**src/rtl/multicycle_decoder.sv**
```systemverilog
// Main control unit for the multicycle ARM core: instruction decode plus the
// Moore FSM that sequences fetch, decode, execute and writeback.
module multicycle_decoder #(
  parameter int STATE_W = 4
) (
  input  logic       clk,
  input  logic       reset_n,
  input  logic [1:0] Op,
  input  logic [5:0] Funct,
  input  logic [3:0] Rd,
  output logic       PCS,
  output logic       NextPC,
  output logic       RegW,
  output logic       MemW,
  output logic [1:0] FlagW,
  output logic       IRWrite,
  output logic       AdrSrc,
  output logic [1:0] ResultSrc,
  output logic       ALUSrcA,
  output logic [1:0] ALUSrcB,
  output logic [1:0] ALUControl,
  output logic [1:0] ImmSrc,
  output logic [1:0] RegSrc
);

  typedef enum logic [STATE_W-1:0] {
    FETCH, DECODE, MEMADR, MEMREAD, MEMWB, MEMWRITE,
    EXECUTER, EXECUTEI, ALUWB, BRANCH, UNKNOWN
  } state_t;

  state_t state;

  // NOTE: state is updated with non-blocking assignments only; the default arm
  // also recovers any unused encoding back to FETCH.
  always_ff @(posedge clk or negedge reset_n) begin
    if (!reset_n) begin
      state <= FETCH;
    end else begin
      case (state)
        FETCH:    state <= DECODE;
        DECODE: begin
          case (Op)
            2'b00:   state <= Funct[5] ? EXECUTEI : EXECUTER;
            2'b01:   state <= MEMADR;
            2'b10:   state <= BRANCH;
            default: state <= UNKNOWN;
          endcase
        end
        MEMADR:   state <= Funct[0] ? MEMREAD : MEMWRITE;
        MEMREAD:  state <= MEMWB;
        EXECUTER: state <= ALUWB;
        EXECUTEI: state <= ALUWB;
        default:  state <= FETCH;
      endcase
    end
  end

  logic       irwrite_s, nextpc_s, regw_s, memw_s, branch, alu_op;
  logic [1:0] flagw_s;

  // NOTE: every signal gets a default at the top so no latch is inferred.
  always_comb begin
    irwrite_s = 1'b0;
    nextpc_s  = 1'b0;
    regw_s    = 1'b0;
    memw_s    = 1'b0;
    branch    = 1'b0;
    alu_op    = 1'b0;
    AdrSrc    = 1'b0;
    ALUSrcA   = 1'b0;
    ALUSrcB   = 2'b00;
    ResultSrc = 2'b00;
    case (state)
      FETCH: begin
        irwrite_s = 1'b1;
        nextpc_s  = 1'b1;
        ALUSrcA   = 1'b1;
        ALUSrcB   = 2'b10;
        ResultSrc = 2'b10;
      end
      DECODE: begin
        ALUSrcA   = 1'b1;
        ALUSrcB   = 2'b10;
        ResultSrc = 2'b10;
      end
      MEMADR:   ALUSrcB = 2'b01;
      MEMREAD:  AdrSrc  = 1'b1;
      MEMWB: begin
        ResultSrc = 2'b01;
        regw_s    = 1'b1;
      end
      MEMWRITE: begin
        AdrSrc = 1'b1;
        memw_s = 1'b1;
      end
      EXECUTER: alu_op = 1'b1;
      EXECUTEI: begin
        ALUSrcB = 2'b01;
        alu_op  = 1'b1;
      end
      ALUWB:    regw_s = 1'b1;
      BRANCH: begin
        ALUSrcB   = 2'b01;
        ResultSrc = 2'b10;
        branch    = 1'b1;
      end
      default: ;
    endcase
  end

  // ALU decode: only ADD/SUB update C,V; an unsupported cmd leaves flags alone.
  always_comb begin
    ALUControl = 2'b00;
    flagw_s    = 2'b00;
    if (alu_op) begin
      case (Funct[4:1])
        4'b0100: begin ALUControl = 2'b00; flagw_s = {Funct[0], Funct[0]}; end
        4'b0010: begin ALUControl = 2'b01; flagw_s = {Funct[0], Funct[0]}; end
        4'b0000: begin ALUControl = 2'b10; flagw_s = {Funct[0], 1'b0};     end
        4'b1100: begin ALUControl = 2'b11; flagw_s = {Funct[0], 1'b0};     end
        default: ;
      endcase
    end
  end

  // Enables drop the moment reset asserts so an aborted instruction never writes.
  assign IRWrite = irwrite_s & reset_n;
  assign NextPC  = nextpc_s & reset_n;
  assign RegW    = regw_s & reset_n;
  assign MemW    = memw_s & reset_n;
  assign FlagW   = flagw_s & {2{reset_n}};
  assign PCS     = reset_n & ((regw_s & (Rd == 4'hF)) | branch);

  assign ImmSrc  = Op;
  assign RegSrc  = {Op == 2'b01, Op == 2'b10};

endmodule

```
**config.mk**
```make
export PLATFORM = sky130hd
export DESIGN_NAME = multicycle_decoder
export DESIGN_NICKNAME = d
export VERILOG_FILES = /design/src/rtl/multicycle_decoder.sv
export SDC_FILE = /design/constraint.sdc
export NUM_CORES = 1
export LEC_CHECK = 0
export BUFFER_PORTS_ARGS = -buffer_cell sky130_fd_sc_hd__buf_2
export CORE_MARGIN = 2
export CORE_UTILIZATION = 34
export CTS_CLUSTER_SIZE = 8
export DETAILED_ROUTE_END_ITERATION = 8
export GPL_ROUTABILITY_DRIVEN = 0
export PLACE_DENSITY = 0.72
export SYNTH_ARGS = -nofsm -noshare
export SYNTH_HDL_FRONTEND = slang
export SYNTH_SLANG_ARGS = --single-unit
```
**constraint.sdc**
```tcl
create_clock -name clk -period 1.22 [get_ports clk]
set_clock_uncertainty 0.15 [all_clocks]
set_input_delay 0 -clock clk [delete_from_list [all_inputs] [get_ports clk]]
set_output_delay 0 -clock clk [all_outputs]
set_load 0.005 [all_outputs]
```
# Word-level counts from Yosys, hierarchy flattened
# Index checks and enable logic that the tools add are counted.
# W data, S select, Z words.
# totals
ff_bits	4
out_inout_bits	19
# classes
eq_ne	15
bitwise	7
n_reduce_logical	11
n_mux	17
# ops
operator	n
$eq A4 B3 Y1 const B	5
$pmux W4 S5	1
$eq A4 B4 Y1 const B	4
$eq A4 B2 Y1 const B	3
$pmux W2 S2	3
$pmux W4 S3	1
$reduce_or A2 Y1	6
$logic_not A4 Y1	2
$mux W1	8
$pmux W2 S3	1
$reduce_or A3 Y1	2
$and A1 B1 Y1	5
$eq A4 B1 Y1 const B	1
$mux W2	2
$mux W3	1
$and A2 B2 Y2	1
$eq A2 B1 Y1 const B	1
$eq A2 B2 Y1 const B	1
$logic_not A2 Y1	1
$or A1 B1 Y1	1

# Longest topological paths before layout
# Gate-level depths: netlist (run 1).
# depth
ltp_word	6
ltp_mapped	4
mapped_depth_nobuf	3

# Least setup slack after synthesis (run 1)
# No wires, ideal clock.
# synth_timing
path_type	register to output
from	register state[3]
to	output port FlagW[1]
setup_slack_ps	-103
path_stages_with_launch	3
arrival_ps	1173
required_ps	1070
cell_sequence	dfrtp_1 or4_4 a211oi_2
# synth_via
elab_chain_cells	5
word_cells_on_any_way	6
classes_between	eq/ne (2); mux (2); bitwise (1); reduce/logical (1)
# synth_lines
item	line	text
start, declared	31	state_t state;
start signal, assigned	43	2'b00: state <= Funct[5] ? EXECUTEI : EXECUTER;
start signal, assigned	49	MEMADR: state <= Funct[0] ? MEMREAD : MEMWRITE;
$eq A4 B3 Y1	73	case (state)
$reduce_or A2 Y1 (no line) (*)	n/a	
$mux W1 (*)	73	
$mux W2 (*)	115	if (alu_op) begin
$and A2 B2 Y2 (*)	131	assign FlagW = flagw_s & {2{reset_n}};
end, declared	15	output logic [1:0] FlagW,
# Mark *: on every way between the ends. The rest lies on a longest branch, timed or not.

# Final worst setup path (run 1)
# layout_timing
from	register state[2]
to	output port FlagW[0]
# The elaborated chain is that of the path after synthesis.

==> impl_results.md, run 1 <==
* Status: complete, but fails checks
* Failing checks: setup timing
* Routed length per instance at 13.3 µm
* Max-cap violations at 0
* Simple-gate area share of the yosys netlist at approximately two fifths
* Post-synth cell types at 27
* Leakage at 0.448 nW
* Largest cells by area after synthesis: dfrtp_1 (22%), nor3_1 (7.9%), xnor2_1 (5.9%)
* Maximum fanout along the worst path at 3
* Vias in the first global route at about 550
* Total track usage at between 10% and 20%
* Clock slew at reported path FFs at around 0.040 ns
* FP Rows at 13
* Initial DRC count at 14
* Critical Path RT at 1.07 ns
* Synth Area in Compound Gates at a little over a fifth
* CTS Buf Count at 3
* Largest family of logic cells by synthesized area: simple AND/OR/NAND/NOR gates
* Die Width at around 40 µm
* Max IR drop VDD at between 1 and 1.5 mV
* Pre-antenna DRT Iters at 3
* Core area at approximately 1300 µm²
* Most common cell after layout, fill and taps aside: buf_2
* CP arrival at 1.46 ns
* Vias per std cell at 5.18
* YS warnings at 0
* Total power at roughly 0.0020 W
* Fmax at slightly above 0.6 GHz
* Final HPWL DP at between 900 and 1000 µm
* Syn Area/Cell at about 7.4 µm²
* Worst-Skew Late Latency at approximately 0.24 ns
* Crit start category: register
* Synthesized area at 445 µm²
* Layout area overhead at 117%
* DRC viols at 0
* Post-synth top area share at about 22%
* Max Slew Vio Count at 0
* Setup TNS at -5.21 ns
* Post-DP Area at ~700 µm²
* Port Buffers at 32
* ANT nets after route at 0
* Syn_nets at between 70 and 80
* First-pass GRT wire length at 2130 µm
* WL final at roughly 1700 µm
* Tmin final at between 1.5 and 2 ns
* Final setup fails at 19
* CP Capture Type: output pin
* CTS tree: built
* Via count at 653
* Setup slack after layout at -0.393 ns
* Largest register FFs at 4
* Crit Path Category: register to output pin
* Top reg by flops: state
* Share of cells above drive strength 1 at approximately 70%
* Die area at 1620 µm²
* N_diodes at 0
* GR Overflow Total at 0
* Design Area, Final at slightly below 1000 µm²
* Max_slew headroom at about four fifths
* Pwr dens at around 2100 nW/µm²
* Crit share post-route at 132%
* IO Pins at 33
* Mux share of post-synthesis cell area at 0%
* RSZ-0062 raised after global routing: true
* Adder-cell share of the synthesized area at 0%
* Clock Tree Buf Depth at 2
* Synth area leader: dfrtp_1
* Hold Vio Cnt, Final at 0
* Clock Sink Count at 4
* Clock root cell: clkbuf_4
* Initial antenna violation count at 0
* HP Class: input pin to register
* Die H at between 40 and 50 µm
* Layout Nets at roughly 130
* # H-tree levels at 1
* Biggest regs: state: 4 flops
* Pin count of the biggest net entering global routing at 7
* Initial Util at roughly a third
* FF+latch count, synth at 4
* Most frequent cells in the layout: buf_2 (32), buf_4 (14), nor3_2 (4), dlygate4sd3_1 (4), dfrtp_1 (4)
* Post-synthesis cell count at 60
* Sequential area share after synthesis at 22.5%
* Synth Area in XOR/XNOR at 5.90%
* Slew @ Worst Pin at about 0.27 ns
-- area by class of cell --
cell class              instances  area [µm²]
fillers                        94         300
multi-input cells              47         450
inverters                       2        7.51
clock buffers                   3        22.5
repair buffers                 55         369
flip-flops and latches          4         100
well taps                      15        18.8
-- per-stage QoR --
stage               cells  setup WS, ns  hold WS (ns)  utilization [%]
floorplan              60       -0.0678        -0.446                -
global placement      114        -0.111        -0.240             55.3
detailed placement    114        -0.158        -0.240             55.3
CTS                   124        -0.411       0.00656             71.6
global route          126        -0.487        0.0627             76.3
finish                126        -0.393        0.0296             76.3
-- power by group --
group | internal, W | switching (W) | total (W)
clock | 0.000110 | 0.0000578 | 0.000168
sequential | 0.000190 | 0.0000552 | 0.000245
combinational | 0.000875 | 0.000750 | 0.00162
total | 0.00118 | 0.000863 | 0.00204
-- layer usage --
layer	wire length (µm)	global-route usage, %	up-vias
met5	0	0	-
met3	91	3.89	0
li1	-	-	318
met4	0	7.50	0
met2	962	37.1	23
met1	623	20.9	312
-- synth_stat cells (all sizes together) --
master	n
a2111oi	1
a211oi	3
a21boi	1
a21oi	2
a22o	1
a41oi	1
and3	1
buf	4
clkbuf	3
dfrtp	4
inv	2
nand2	4
nand2b	2
nand3	1
nand3b	3
nor2	4
nor2b	4
nor3	7
nor4	1
nor4b	2
o21ai	3
o31a	1
or3	1
or4	1
xnor2	3
-- worst max-delay path, cell delays in order, from the launching register on --
cell     delay [ns]
dfrtp_1        0.36
nand2_2        0.07
or4_4          0.49
nor3_2         0.17
buf_2          0.14
-- logic make-up (layout without fill, tap and decap cells) --
logic type,after synthesis,count (layout)
AOI/OAI and AO/OA,13,13
buffers and inverters,9,60
and+or+nand+nor,31,31
DFF,4,4
xor gates and xnor gates,3,3
-- path summary, 6_finish.rpt --
path | startpoint | end | slack (ns) | depth (start not counted)
max in group asynchronous | reset_n | state[3] | 0.62 | 3
worst max register to register | state[3] | state[0] | -0.22 | 6
worst min register to register | state[1] | state[3] | 0.50 | 3
worst max-delay path | state[2] | FlagW[0] | -0.39 | 4
min in group asynchronous | reset_n | state[1] | 0.12 | 3
worst min-delay path | Funct[0] | state[1] | 0.03 | 4
-- what timing repair did --
item / CTS / global route
pin swaps: 6 / 5
hold buffers: 4 / 0
gates cloned: 0 / 0
setup endpoints to repair: 18 / 20
setup buffers: 3 / 2
endpoints found under the hold margin: 7 / 0
resized for setup: 25 / 9
No activity file was read; power rests on OpenSTA's default activity.
==> run 2: changes to the inputs <==
--- a/config.mk
+++ b/config.mk
@@ -11,6 +11,7 @@
 export CTS_CLUSTER_SIZE = 8
 export DETAILED_ROUTE_END_ITERATION = 8
 export GPL_ROUTABILITY_DRIVEN = 0
+export HOLD_SLACK_MARGIN = 0.03
 export PLACE_DENSITY = 0.72
 export SYNTH_ARGS = -nofsm -noshare
 export SYNTH_HDL_FRONTEND = slang
==> impl_results.md, run 2 (synthesis results as in run 1) <==
* CP arrival at 1.46 ns (about the same)
* Most frequent cells in the layout: buf_2 (32), buf_4 (14), dlygate4sd3_1 (5)
* Max-cap violations at 0 (unchanged)
* Die area at 1620 µm² (unchanged)
* Leakage at 0.452 nW (+0.93%)
* Design Area, Final at 978 µm² (+1.0%)
* Port Buffers at 32 (unchanged)
* Switch Pwr at 0.000865 W (+0.22%)
* Clock power share at 8.2% (about the same)
* DRC viols at 0 (unchanged)
* Initial Util at 35.1% (unchanged)
* # H-tree levels at 1 (unchanged)
* Reg2reg start: state[3]
* Crit Path Category: register to output pin
* Status: complete, but fails checks
* RSZ-0062 raised after global routing: true
* Setup slack after layout at -0.393 ns (-0.0000440 ns)
* CTS tree: built
* Die H at 40.2 µm (unchanged)
* Die Width at 40.2 µm (unchanged)
* HP Class: input pin to asynchronous set/reset pin
* CTS Buf Count at 3 (unchanged)
* Layout Nets at 128 (+0.79%)
* Vias per std cell at 5.20 (+0.28%)
* Pre-antenna DRT Iters at 3 (unchanged)
* Share of cells above drive strength 1 at 69.6% (-0.63 points)
* Worst-Skew Late Latency at 0.24 ns (about the same)
* CP Capture Type: output pin
* Fmax at 0.620 GHz (about the same)
* Largest register FFs at 4 (unchanged)
* ANT nets after route at 0 (unchanged)
* Top reg by flops: state
* Pin count of the biggest net entering global routing at 7 (unchanged)
* Clock Tree Buf Depth at 2 (unchanged)
* Gate power share at 79.7% (about the same)
* Final HPWL DP at 984 µm (unchanged)
* Flop-to-flop setup slack at -0.22 ns (about the same)
* R2r worst-path depth at 6 (unchanged)
* Pwr dens at 2090 nW/µm² (-0.83%)
* Failing checks: setup timing
* First-pass GRT wire length at 2180 µm (+2.6%)
* Layout area overhead at 120%
* Sequential power share at 12.0% (about the same)
* Hold Vio Cnt, Final at 0 (unchanged)
* Placed cell count at 114 (unchanged)
* GR Overflow Total at 0 (unchanged)
* Initial DRC count at 14 (unchanged)
* Clock root cell: clkbuf_4
* Max IR drop VDD at 1.32 mV (about the same)
* Crit share post-route at 132% (about the same)
* Internal at 0.00118 W (+0.18%)
* Final setup fails at 19 (unchanged)
* Maximum fanout along the worst path at 3 (unchanged)
* FP Rows at 13 (unchanged)
* Fill cells at 93 (-1.1%)
* Biggest regs: state: 4 flops
* Total track usage at 20.1% (+0.58 points)
* Reg2reg end: state[0]
* Core area at 1270 µm² (unchanged)
* Max Slew Vio Count at 0 (unchanged)
* Vias in the first global route at 567 (+3.3%)
* Via count at 660 (+1.1%)
* Clock Sink Count at 4 (unchanged)
* Critical Path RT at 1.07 ns (about the same)
* IO Pins at 33 (unchanged)
* Max_slew headroom at 82.0% (about the same)
* Most common cell after layout, fill and taps aside: buf_2
* Switching share of total power at 42.3% (about the same)
* Routed length per instance at 13.5 µm (+1.7%)
* Post-DP Area at 702 µm² (unchanged)
* N_diodes at 0 (unchanged)
* Tmin final at 1.61 ns (+0.0000440 ns)
* Non-filler instance count after layout at 127 (+0.79%)
* Initial antenna violation count at 0 (unchanged)
* WL final at 1720 µm (+2.5%)
* Crit start category: register
* Slew @ Worst Pin at 0.268 ns (-0.00000334 ns)
* Clock slew at reported path FFs at 0.04 ns (about the same)
-- run 2: cell types whose count changed in the layout (fill, tap and decap cells not counted), sizes merged --
cell	previous run	this run
dlygate4sd3	4	5
-- run 2: area by class of cell --
class / count / area (µm²) / share of cell area, %
Timing Repair Buffer: 56 / 379 / 38.7
Sequential cell: 4 / 100 / 10.2
Multi-Input combinational cell: 47 / 450 / 46.0
Tap cell: 15 / 18.8 / 1.92
Inverter: 2 / 7.51 / 0.767
Clock buffer: 3 / 22.5 / 2.30
-- run 2: power by group through the flow --
stage | clock (W) | combinational (W) | sequential (W)
6_report | 0.000168 | 0.00163 | 0.000245
5_1_grt | 0.000182 | 0.00175 | 0.000255
4_1_cts | 0.000173 | 0.00142 | 0.000232
3_5_place_dp | 0 | 0.000976 | 0.000232
3_3_place_gp | 0 | 0.000962 | 0.000229
2_1_floorplan | 0 | 0.000502 | 0.000243
-- run 2: metrics by stage --
stage	setup TNS (ns)	total power (W)	hold slack, ns	worst slack [ns]	utilization [%]
after floorplan	-0.166	0.000745	-0.446	-0.0678	-
after global placement	-0.753	0.00119	-0.240	-0.111	55.3
after detailed placement	-0.955	0.00121	-0.240	-0.158	55.3
after CTS	-4.45	0.00182	0.115	-0.411	72.4
after global routing	-6.49	0.00219	0.132	-0.487	77.1
final	-5.22	0.00204	0.122	-0.393	77.1
-- run 2: repair_timing --
action                                 CTS  global route
setup buffers                            3             2
setup endpoints to repair               18            20
pin swaps                                6             5
endpoints found under the hold margin    8             0
resized for setup                       25             9
hold buffers                             5             0
-- run 2: layer usage --
metal	vias to the layer above	global-route usage [%]	routed length (µm)
met1	317	20.9	627
li1	320	-	-
met3	0	3.89	86
met4	0	7.50	0
met2	23	39.1	1010
met5	-	0	0
-- run 2: how the worst max path moves through the flow --
stage | from | endpoint | cells past startpoint
floorplan | state[3] | FlagW[0] | 2
global placement | state[2] | PCS | 4
detailed placement | state[3] | FlagW[0] | 3
CTS | state[2] | FlagW[0] | 4
global route | state[2] | ALUSrcB[0] | 6
finish | state[2] | FlagW[0] | 4
-- run 2: worst max-delay path, cell delays in order (launching register included) --
cell and delay (ns):
dfrtp_1 0.36, nand2_2 0.07, or4_4 0.49, nor3_2 0.17
buf_2 0.14
==> run 3: changes to the inputs <==
--- a/config.mk
+++ b/config.mk
@@ -7,12 +7,12 @@
 export LEC_CHECK = 0
 export BUFFER_PORTS_ARGS = -buffer_cell sky130_fd_sc_hd__buf_2
 export CORE_MARGIN = 2
-export CORE_UTILIZATION = 34
+export CORE_UTILIZATION = 30
 export CTS_CLUSTER_SIZE = 8
 export DETAILED_ROUTE_END_ITERATION = 8
 export GPL_ROUTABILITY_DRIVEN = 0
 export HOLD_SLACK_MARGIN = 0.03
-export PLACE_DENSITY = 0.72
+export PLACE_DENSITY = 0.65
 export SYNTH_ARGS = -nofsm -noshare
 export SYNTH_HDL_FRONTEND = slang
 export SYNTH_SLANG_ARGS = --single-unit
==> impl_results.md, run 3 (synthesis results as in run 1) <==
* Max_slew headroom at 81.2% (-0.79 points)
* IO Pins at 33 (unchanged)
* Flop-to-flop setup slack at -0.10 ns (+0.12 ns)
* Max IR drop VDD at 0.969 mV (-26%)
* Sequential Area at 101 µm² (+1.2%)
* Largest register FFs at 4 (unchanged)
* Via count at 630 (-4.5%)
* Setup slack after layout at -0.411 ns (-0.0173 ns)
* Hold Vio Cnt, Final at 0 (unchanged)
* CP arrival at 1.48 ns (+0.02 ns)
* Met2 Track Usage GR at 32.0% (-7.1 points)
* Pin count of the biggest net entering global routing at 15 (+8)
* Top reg by flops: state
* Leakage at 0.420 nW (-7.0%)
* CTS tree: built
* Port Buffers at 32 (unchanged)
* Slew @ Worst Pin at 0.281 ns (+0.0133 ns)
* Share of cells above drive strength 1 at 63.9% (-5.8 points)
* Total track usage at 17.0% (-3.2 points)
* Final setup fails at 18 (-1)
* Fill cells at 126 (+35%)
* Failing checks: setup timing
* Final HPWL DP at 986 µm (+0.19%)
* First-pass GRT wire length at 2340 µm (+7.3%)
* Initial DRC count at 11 (-3)
* CTS Buf Count at 3 (unchanged)
* FP Rows at 13 (unchanged)
* Multi-input logic area at 418 µm² (-7.2%)
* Layout area overhead at 104%
* # H-tree levels at 1 (unchanged)
* Status: complete, but fails checks
* Clock root cell: clkbuf_4
* Crit share post-route at 134% (+1.4 points)
* Layout Nets at 124 (-3.1%)
* Initial Util at 33.0% (-2.1 points)
* CP Capture Type: output pin
* Die H at 42.5 µm (+5.8%)
* Die Width at 42.5 µm (+5.8%)
* GR Overflow Total at 0 (unchanged)
* Critical Path RT at 1.07 ns (about the same)
* Biggest regs: state: 4 flops
* Vias per std cell at 5.12 (-1.4%)
* Worst-Skew Late Latency at 0.23 ns (about the same)
* DRC viols at 0 (unchanged)
* Core area at 1350 µm² (+6.4%)
* Fmax at 0.613 GHz (-1.1%)
* ANT nets after route at 0 (unchanged)
* Pwr dens at 1970 nW/µm² (-5.7%)
* Grt met1 use at 18.2% (-2.6 points)
* N_diodes at 0 (unchanged)
* Max Slew Vio Count at 0 (unchanged)
* Maximum fanout along the worst path at 3 (unchanged)
* Most common cell after layout, fill and taps aside: buf_2
* Routed length per instance at 12.7 µm (-6.2%)
* Vias in the first global route at 541 (-4.6%)
* Met3 global-route usage at 2.59% (-1.3 points)
* Initial antenna violation count at 0 (unchanged)
* Clock slew at reported path FFs at 0.04 ns (about the same)
* Most frequent cells in the layout: buf_2 (32), buf_4 (13), dlygate4sd3_1 (5)
* RSZ-0062 raised after global routing: true
* Setup TNS at -4.25 ns (+0.964 ns)
* Die area at 1810 µm² (+12%)
* Pre-antenna DRT Iters at 4 (+1)
* Hold slack at 0.119 ns (-0.00319 ns)
* WL final at 1560 µm (-9.2%)
* Tmin final at 1.63 ns (+0.0173 ns)
* Crit Path Category: register to output pin
* HP Class: input pin to asynchronous set/reset pin
* Max-cap violations at 0 (unchanged)
* Crit start category: register
* Clock Tree Buf Depth at 2 (unchanged)
* Busiest grt layer: met2
* Clock Sink Count at 4 (unchanged)
run 3: changes by cell type in the layout (fill, tap and decap cells not counted), moves of 2 or more:
cell,previous run,this run
a211oi_1,0,2
a211oi_2,3,1
buf_6,3,1
buf_8,2,0
nor3_1,0,2
nor3_2,4,2
run 3: path summary, 6_finish.rpt:
check / end / start / cells after the start
setup / recovery: ALUControl[1] / state[3] / 3
hold / removal: state[3] / reset_n / 3
setup reg to reg: state[1] / state[1] / 4
hold reg to reg: state[0] / state[0] / 2
max in group asynchronous: state[0] / reset_n / 3
min in group clk: FlagW[0] / Funct[4] / 3
run 3: per-stage QoR:
step           util (%)  total power (W)  worst slack [ns]  area (µm²)  std cells
2_1_floorplan         -         0.000745           -0.0678         458         60
3_3_place_gp       51.8          0.00120            -0.120         699        112
3_5_place_dp       51.8          0.00121            -0.155         699        112
4_1_cts            61.9          0.00156            -0.397         836        121
5_1_grt            67.4          0.00191            -0.495         910        123
6_report           67.4          0.00179            -0.411         910        123
run 3: repair_timing:
| item | 4_1_cts | 5_1_grt |
|---|---|---|
| gates resized for setup | 14 | 12 |
| setup endpoints to repair | 18 | 19 |
| hold buffers | 5 | 0 |
| endpoints found under the hold margin | 8 | 0 |
| pin swaps | 6 | 3 |
| cloned | 0 | 0 |
| buffers inserted | 1 | 2 |
run 3: final cells by class:
cell class / count / share of cell area (%)
flip-flops and latches: 4 / 11.1
well taps: 15 / 2.06
inverters: 2 / 1.10
clock buffers: 3 / 2.48
repair buffers: 52 / 37.3
multi-input cells: 47 / 45.9
run 3: metal layers:
metal / vias up / wire, µm
met5: - / 0
met4: 0 / 23
met3: 4 / 97
met2: 28 / 814
met1: 283 / 625
li1: 315 / -
run 3: critical path, stage by stage (launching register included):
cell and delay [ns]:
dfrtp_1 0.40, or3_1 0.43, nor4_2 0.27, buf_2 0.15
run 3: report_power, final:
part | internal [W] | leakage (nW) | total (W) | switching (W)
clock network | 0.000110 | 0.0138 | 0.000162 | 0.0000521
registers | 0.000194 | 0.0504 | 0.000244 | 0.0000503
logic | 0.000702 | 0.356 | 0.00139 | 0.000683
total | 0.00101 | 0.420 | 0.00179 | 0.000786
